--- src/rtl/freq_meter_pkg.sv ---
// rtl/freq_meter_pkg.sv - shared states, widths and BCD helpers for the frequency gate controller
package freq_meter_pkg;

    typedef enum logic [2:0] {
        IDLE,
        CLEAR,
        GATE,
        SETTLE,
        LATCH,
        HOLD
    } state_t;

    localparam int BCD_DIGITS = 6;
    localparam int Q_W = BCD_DIGITS * 4;
    localparam logic [3:0] NIBBLE_MAX = 4'd9;

    function automatic int max4(input int a, input int b, input int c, input int d);
        int m;
        m = a;
        if (b > m) m = b;
        if (c > m) m = c;
        if (d > m) m = d;
        return m;
    endfunction

    function automatic logic bcd_ok(input logic [Q_W-1:0] q);
        logic ok;
        ok = 1'b1;
        for (int i = 0; i < BCD_DIGITS; i++) begin
            if (q[i*4 +: 4] > NIBBLE_MAX) ok = 1'b0;
        end
        return ok;
    endfunction

endpackage

--- src/rtl/gate_timer.sv ---
// rtl/gate_timer.sv - loadable down-counter that parks at zero
module gate_timer #(
    parameter int W = 8
) (
    input  logic         CLK,
    input  logic         RST_N,
    input  logic         LD,
    input  logic [W-1:0] LD_VAL,
    output logic         ZERO
);

    logic [W-1:0] cnt;

    always_ff @(posedge CLK) begin
        if (!RST_N) begin
            cnt <= '0;
        end else if (LD) begin
            cnt <= LD_VAL;
        end else if (cnt != '0) begin
            cnt <= cnt - 1'b1;
        end
    end

    assign ZERO = (cnt == '0);

endmodule

--- src/rtl/freq_gate_ctrl.sv ---
// rtl/freq_gate_ctrl.sv - clear/gate/settle/latch sequencer for a 6-digit BCD counter
// Optional BCD validation of the captured count: FREQ_GATE_BCD_CHECK_EN
module freq_gate_ctrl
    import freq_meter_pkg::*;
#(
    parameter int CLR_CYCLES    = 4,
    parameter int GATE_CYCLES   = 80,
    parameter int SETTLE_CYCLES = 2,
    parameter int HOLD_CYCLES   = 10
) (
    input  logic           CLK,
    input  logic           RST_N,
    input  logic           START,
    input  logic [Q_W-1:0] Q_IN,
    output logic           ENA,
    output logic           CLR,
    output logic           LOAD,
    output logic [Q_W-1:0] Q_LATCH,
    output logic           VALID,
    output logic           BUSY,
    output logic           ERR
);

    localparam int TMAX = max4(CLR_CYCLES, GATE_CYCLES, SETTLE_CYCLES, HOLD_CYCLES);
    localparam int TW   = $clog2(TMAX) + 1;

    state_t          state;
    state_t          next_state;
    logic            ld;
    logic [TW-1:0]   ld_val;
    logic            zero;

    gate_timer #(.W(TW)) u_timer (
        .CLK    (CLK),
        .RST_N  (RST_N),
        .LD     (ld),
        .LD_VAL (ld_val),
        .ZERO   (zero)
    );

    // Each timed state is entered with its length minus one loaded, so it exits on zero.
    always_comb begin
        next_state = state;
        ld         = 1'b0;
        ld_val     = '0;
        case (state)
            IDLE: begin
                if (START) begin
                    next_state = CLEAR;
                    ld         = 1'b1;
                    ld_val     = TW'(CLR_CYCLES - 1);
                end
            end
            CLEAR: begin
                if (zero) begin
                    next_state = GATE;
                    ld         = 1'b1;
                    ld_val     = TW'(GATE_CYCLES - 1);
                end
            end
            GATE: begin
                if (zero) begin
                    next_state = SETTLE;
                    ld         = 1'b1;
                    ld_val     = TW'(SETTLE_CYCLES - 1);
                end
            end
            SETTLE: begin
                if (zero) next_state = LATCH;
            end
            LATCH: begin
                next_state = HOLD;
                ld         = 1'b1;
                ld_val     = TW'(HOLD_CYCLES - 1);
            end
            HOLD: begin
                if (zero) next_state = IDLE;
            end
            default: next_state = IDLE;
        endcase
    end

    // Outputs are decoded from next_state into flops so they line up with the state register.
    always_ff @(posedge CLK) begin
        if (!RST_N) begin
            state   <= IDLE;
            ENA     <= 1'b0;
            CLR     <= 1'b0;
            LOAD    <= 1'b0;
            VALID   <= 1'b0;
            BUSY    <= 1'b0;
            Q_LATCH <= '0;
        end else begin
            state <= next_state;
            ENA   <= (next_state == GATE);
            CLR   <= (next_state == CLEAR);
            LOAD  <= (next_state == LATCH);
            VALID <= (state == LATCH);
            BUSY  <= (next_state != IDLE);
`ifdef FREQ_GATE_BCD_CHECK_EN
            if (state == LATCH && bcd_ok(Q_IN)) Q_LATCH <= Q_IN;
`else
            if (state == LATCH) Q_LATCH <= Q_IN;
`endif
        end
    end

`ifdef FREQ_GATE_BCD_CHECK_EN
    always_ff @(posedge CLK) begin
        if (!RST_N) begin
            ERR <= 1'b0;
        end else if (state == LATCH) begin
            ERR <= !bcd_ok(Q_IN);
        end
    end
`else
    assign ERR = 1'b0;
`endif

endmodule

--- config.mk ---
export PLATFORM = sky130hd
export DESIGN_NAME = freq_gate_ctrl
export DESIGN_NICKNAME = d
export VERILOG_FILES = /design/src/rtl/freq_meter_pkg.sv /design/src/rtl/gate_timer.sv /design/src/rtl/freq_gate_ctrl.sv
export SDC_FILE = /design/constraint.sdc
export NUM_CORES = 1
export LEC_CHECK = 0
export CAP_MARGIN = 30
export CORE_AREA = 3 3 67 63
export DETAILED_ROUTE_END_ITERATION = 6
export DIE_AREA = 0 0 70 66
export PLACE_DENSITY = 0.89
export SLEW_MARGIN = 20
export SYNTH_ARGS = -nofsm -noshare
export SYNTH_HDL_FRONTEND = slang
export SYNTH_SLANG_ARGS = --single-unit
--- constraint.sdc ---
create_clock -name CLK -period 4.6 [get_ports CLK]
set_clock_uncertainty 0.2 [all_clocks]
set_input_delay 0.92 -clock CLK [delete_from_list [all_inputs] [get_ports CLK]]
set_output_delay 0.92 -clock CLK [all_outputs]
set_load 0.01 [all_outputs]
Word-level counts from Yosys, hierarchy flattened
Cells that the tools add are included.
- register bits: 40
- latch bits: 0
- bits in writable memories: 0
- memory bits (read-only): 0
- input port bits: 27
- output and inout bits: 30
- logic and storage cells: 38
- memories: 0
- add/sub/neg operators: 1
- multipliers: 0
- divide/modulo/power cells: 0
- magnitude comparators: 0
- eq/ne operators: 8
- shifts and indexed selects: 0
- multiplexer cells: 15
- bitwise logic cells: 0
- reduce and logical (&&, ||, !) cells: 6
- operator list (kind ; count):
    7-bit one-hot mux with 4 select lines ; 1
    3-bit one-hot mux with 6 select lines ; 1
    8-bit 2-to-1 mux ; 2
    3-bit 2-to-1 mux ; 5
    3-bit by 2-bit equality test with 1-bit output, second input constant ; 3
    3-bit equality test, second input constant ; 3
    8-bit zero test ; 1
    8-bit nonzero test ; 1
    8-bit by 1-bit subtractor with 8-bit output, second input constant ; 1
    7-bit 2-to-1 mux ; 1
    3-bit by 1-bit equality test with 1-bit output, second input constant ; 2
    3-bit zero test ; 1
    1-bit 2-to-1 mux ; 3
    1-bit one-hot mux with 3 select lines ; 1
    3-bit nonzero test ; 1
    2-bit 2-to-1 mux ; 1
    2-bit nonzero test ; 1
    2-bit OR reduction ; 1

Longest topological paths before layout
- word-level depth: 4
- gate-level depth with buffers: 6
- depth with buffers taken out: 6

Cells and area by module
A second synthesis with hierarchy kept.
- cells, all modules: 206
- area, all modules: 1749.2 um^2
- modules (own cells, without submodules) (module ; instances ; cells an instance ; area each (um^2)):
    freq_gate_ctrl ; 1 ; 155 ; 1291.2
    gate_timer ; 1 ; 51 ; 457.9

Worst setup path after synthesis
OpenSTA, ideal clock, no wires.
- kind: input -> register
- from: input port START
- to: register u_timer.cnt[1]
- library setup time: 70 ps
- data arrival time: 1922 ps
- required time: 4330 ps
- slack: 2408 ps
- cell stages on the path: 4
- buffers on the path: 0
- path through: or4_4 -> and3_4 -> a221o_1 -> a21oi_1
- word-level cells in the longest chain between the ends: 3
- elaborated cells between the ends (all ways): 6
- those cells by class: mux (5); reduce/logical (1)
- RTL lines (what ; line ; source):
    start: declaration ; freq_gate_ctrl.sv:13 ; input logic START,
    2-bit 2-to-1 mux or 1-bit 2-to-1 mux (tied branches) ; freq_gate_ctrl.sv:48 ; if (START) begin
    7-bit one-hot mux with 4 select lines or 1-bit one-hot mux with 3 select lines (tied branches) ; freq_gate_ctrl.sv:46 ; case (state)
    8-bit 2-to-1 mux or 2-bit nonzero test (tied branches) ; n/a ;
    end signal: assignment ; gate_timer.sv:20 ; cnt <= cnt - 1'b1;
    end: declaration ; gate_timer.sv:12 ; logic [W-1:0] cnt;
Several ways; a longest one is shown, not always the timed one.
A chain may end at the register's enable or synchronous reset.

Worst setup path after layout
Same ends and word-level chain as after synthesis.

==> summary.md <==
| Metric | Value |
|---|---|
| Routed Antenna Nets | 0 |
| # hold bufs at CTS | 0 |
| Vias post-DR | 1544 |
| Synthesized instance count | 203 |
| Status | completed |
| Hold Crit Depth | 2 |
| Pwr Total | 0.00116 W |
| Synth top cells by count | 54 x nand2_1, 40 x dfxtp_1, 33 x a21oi_1, 11 x clkbuf_1 |
| Core area | 0.00363 sq mm |
| Die Ht | 66 um |
| DRT iter0 DRCs | 69 |
| Pleak | 0.813 nW |
| Peak Freq | 401 MHz |
| Comb pwr share | 40.9% |
| Critical-path top delay cell | clkdlybuf4s50_1 |
| Initial antenna violation count | 0 |
| Critical Path End Type | flip-flop |
| Largest net degree at the start of global routing | 31 |
| DRC | 0 |
| Req. time, crit path | 4.60 ns |
| Layout Nets | 282 |
| Clock Path Buffers | 2 |
| PwrDens | 496 mW/mm^2 |
| Cell with the most instances after synthesis | nand2_1 |
| Pins Over Slew Limit | 0 |
| Setup CP Type | input pin to flip-flop |
| Number of flops mapped to enable cells by yosys | 0 |
| P_sw | 0.000435 W |
| Sequential Power Share | 40.5% |
| Synth Flop Type | dfxtp_1 |
| Share of cells above drive strength 1 | 7.11% |
| Clk network pwr share | 18.6% |
| Core Rows | 21 |
| CTS sink count | 40 |
| Hold Vio Cnt, Final | 0 |
| Post-synth top area cell | dfxtp_1 |
| Post-synthesis sequential area ratio | 47.0% |
| Clk pin slew, worst setup/hold paths | 0.07 ns |
| WP depth | 5 |
| Total iterations of the first detailed-routing run | 4 |
| Worst Max-Slew Pin Slew | 0.872 ns |
| Synthesized area | 0.00170 sq mm |
| Cell-internal power | 0.000727 W |
| Vias per cell | 5.16 |
| Syn_nets | 232 |
| Crit path DAT | 2.50 ns |
| Slew HR | 41.8% |
| Max stage delay on crit path | 0.47 ns |
| Seq cells post-synth | 40 |
| Tmin final | 2.49 ns |
| Synth unique cells | 47 |
| Ys async rst share | 0% |
| ANT cells | 0 |
| Final wirelength | 3820 um |
| Final worst-path cycle share | 54.2% |
| Max Cap Viol | 0 |
| Initial Utilization | 47.0% |
| CTS buffer count | 5 |
| Crit-path leading delay family | simple AND/OR/NAND/NOR gates |
| DP HPWL | 2740 um |
| Setup violations, final | 0 |
| Port Buffers | 55 |
| Critical path fanouts, max | 5 |
| R2R depth | 6 |
| VDD IR max | 292 uV |
| Routed wire per std cell | 12.8 um |
| WHS | 0.256 ns |
| I/O pin cnt | 57 |
| Setup_tns | 0 ns |
| Synth top area share | 47.0% |
| Root Buffer | clkbuf_8 |
| Placer congestion estimate | 0.808 |
| First-pass GRT wire length | 6300 um |
| Worst path cell trace | clkdlybuf4s50_1 > or4_4 > and3_4 > a221o_1 > a21oi_1 |
| # Post-CTS Setup Buffers | 0 |
| Post-layout util | 64.6% |
| Post-CTS sizing | 0 |
| Die area | 0.00462 sq mm |
| Remaining Overflow, GRT | 0 |
| Avg Cell Area, Syn | 8.39 sq um |
| H-tree levels | 2 |
| Vias in the first global route | 1405 |
| Skew-Pair Late Insertion Delay | 0.29 ns |
| CTS tree | done |
| Unrepaired setup endpoints after global routing | false |
| Critical path buffers and inverters | 1 |
| Top cells by area, synth | dfxtp_1 47%, nand2_1 12%, a21oi_1 9.7% |
| Layout area overhead | 37.6% |
| Chip Width | 70 um |
| Crit start category | input pin |
| Worst min path class | flip-flop to flip-flop |
| GRT Total Usage | 16.9% |
| Sw Share | 37.4% |
| Warnings from Yosys | 0 |
==> path summary, 6_finish.rpt <==
| check | startpoint | endpoint | slack, ns |
|---|---|---|---|
| min reg2reg | Q_LATCH[18] | Q_LATCH[18] | 0.26 |
| max | START | u_timer.cnt[1] | 2.11 |
| min | Q_LATCH[18] | Q_LATCH[18] | 0.26 |
| max reg2reg | u_timer.cnt[0] | u_timer.cnt[1] | 2.41 |
==> flip-flops by register name, summed over array words and instances, names as in the netlist <==
signal	cells
VALID	1
CLR	1
LOAD	1
state	3
u_timer.cnt	8
Q_LATCH	24
ENA	1
BUSY	1
==> placed cells by master, fill, tap and decap left out, types with 3 or more instances in the layout <==
cell,n
a21oi_1,33
clkbuf_8,5
clkdlybuf4s50_1,55
dfxtp_1,40
inv_1,6
nand2_1,54
nand2b_1,3
nor2_1,6
nor3_1,5
o21ai_0,3
==> layout make-up <==
cell class,instances,area [sq um]
Clock buffer,5,68.8
Clock inverter,2,12.5
Fill cell,295,1280
Inverter,6,22.5
Multi-Input combinational cell,145,831
Sequential cell,40,801
Tap cell,46,57.6
Timing Repair Buffer,55,551
==> power groups by stage <==
stage	sequential, W	clock [W]	combinational, W
final	0.000471	0.000216	0.000475
after global routing	0.000478	0.000236	0.000527
after CTS	0.000469	0.000223	0.000474
after detailed placement	0.000478	0	0.000469
after global placement	0.000474	0	0.000457
after floorplan	0.000457	0	0.000367
==> worst register-to-register path, delay by kind of cell, from the launching register on <==
family	cells	cell delay [ns]
compound gates	2	0.53
simple gates	2	0.69
buf+inv	1	0.10
fa+ha+maj	1	0.25
flops	1	0.35
==> cell families (layout without fill, tap and decap cells) <==
kind of cell    after synthesis  count (layout)  share of synthesized area, %
compound gates               51              51                          19.1
xor+xnor                      2               2                          1.03
fa+ha+maj                     2               2                          1.47
buf+inv                      18              68                          4.19
flops                        40              40                          47.0
mux                           1               1                         0.588
other cells                   1               1                         0.220
simple gates                 88              88                          26.4
==> metrics by stage <==
| step | area, sq um | worst slack (ns) | instances |
|---|---|---|---|
| after CTS | 2340 | 2.13 | 299 |
| after global routing | 2340 | 2.07 | 299 |
| after detailed placement | 2260 | 1.83 | 292 |
| after floorplan | 1700 | 2.41 | 203 |
| final | 2340 | 2.11 | 299 |
| after global placement | 2260 | 1.89 | 292 |
==> routing by layer <==
| metal | GRT usage, % | part of all wire (%) | wire length (um) | vias up |
|---|---|---|---|---|
| li1 | - | - | - | 794 |
| met1 | 20.1 | 45 | 1720 | 695 |
| met2 | 28.9 | 48 | 1830 | 48 |
| met3 | 5.78 | 5.6 | 214 | 7 |
| met4 | 5.02 | 1.3 | 51 | 0 |
| met5 | 0 | 0 | 0 | - |
(Power assumes the default switching activity.)
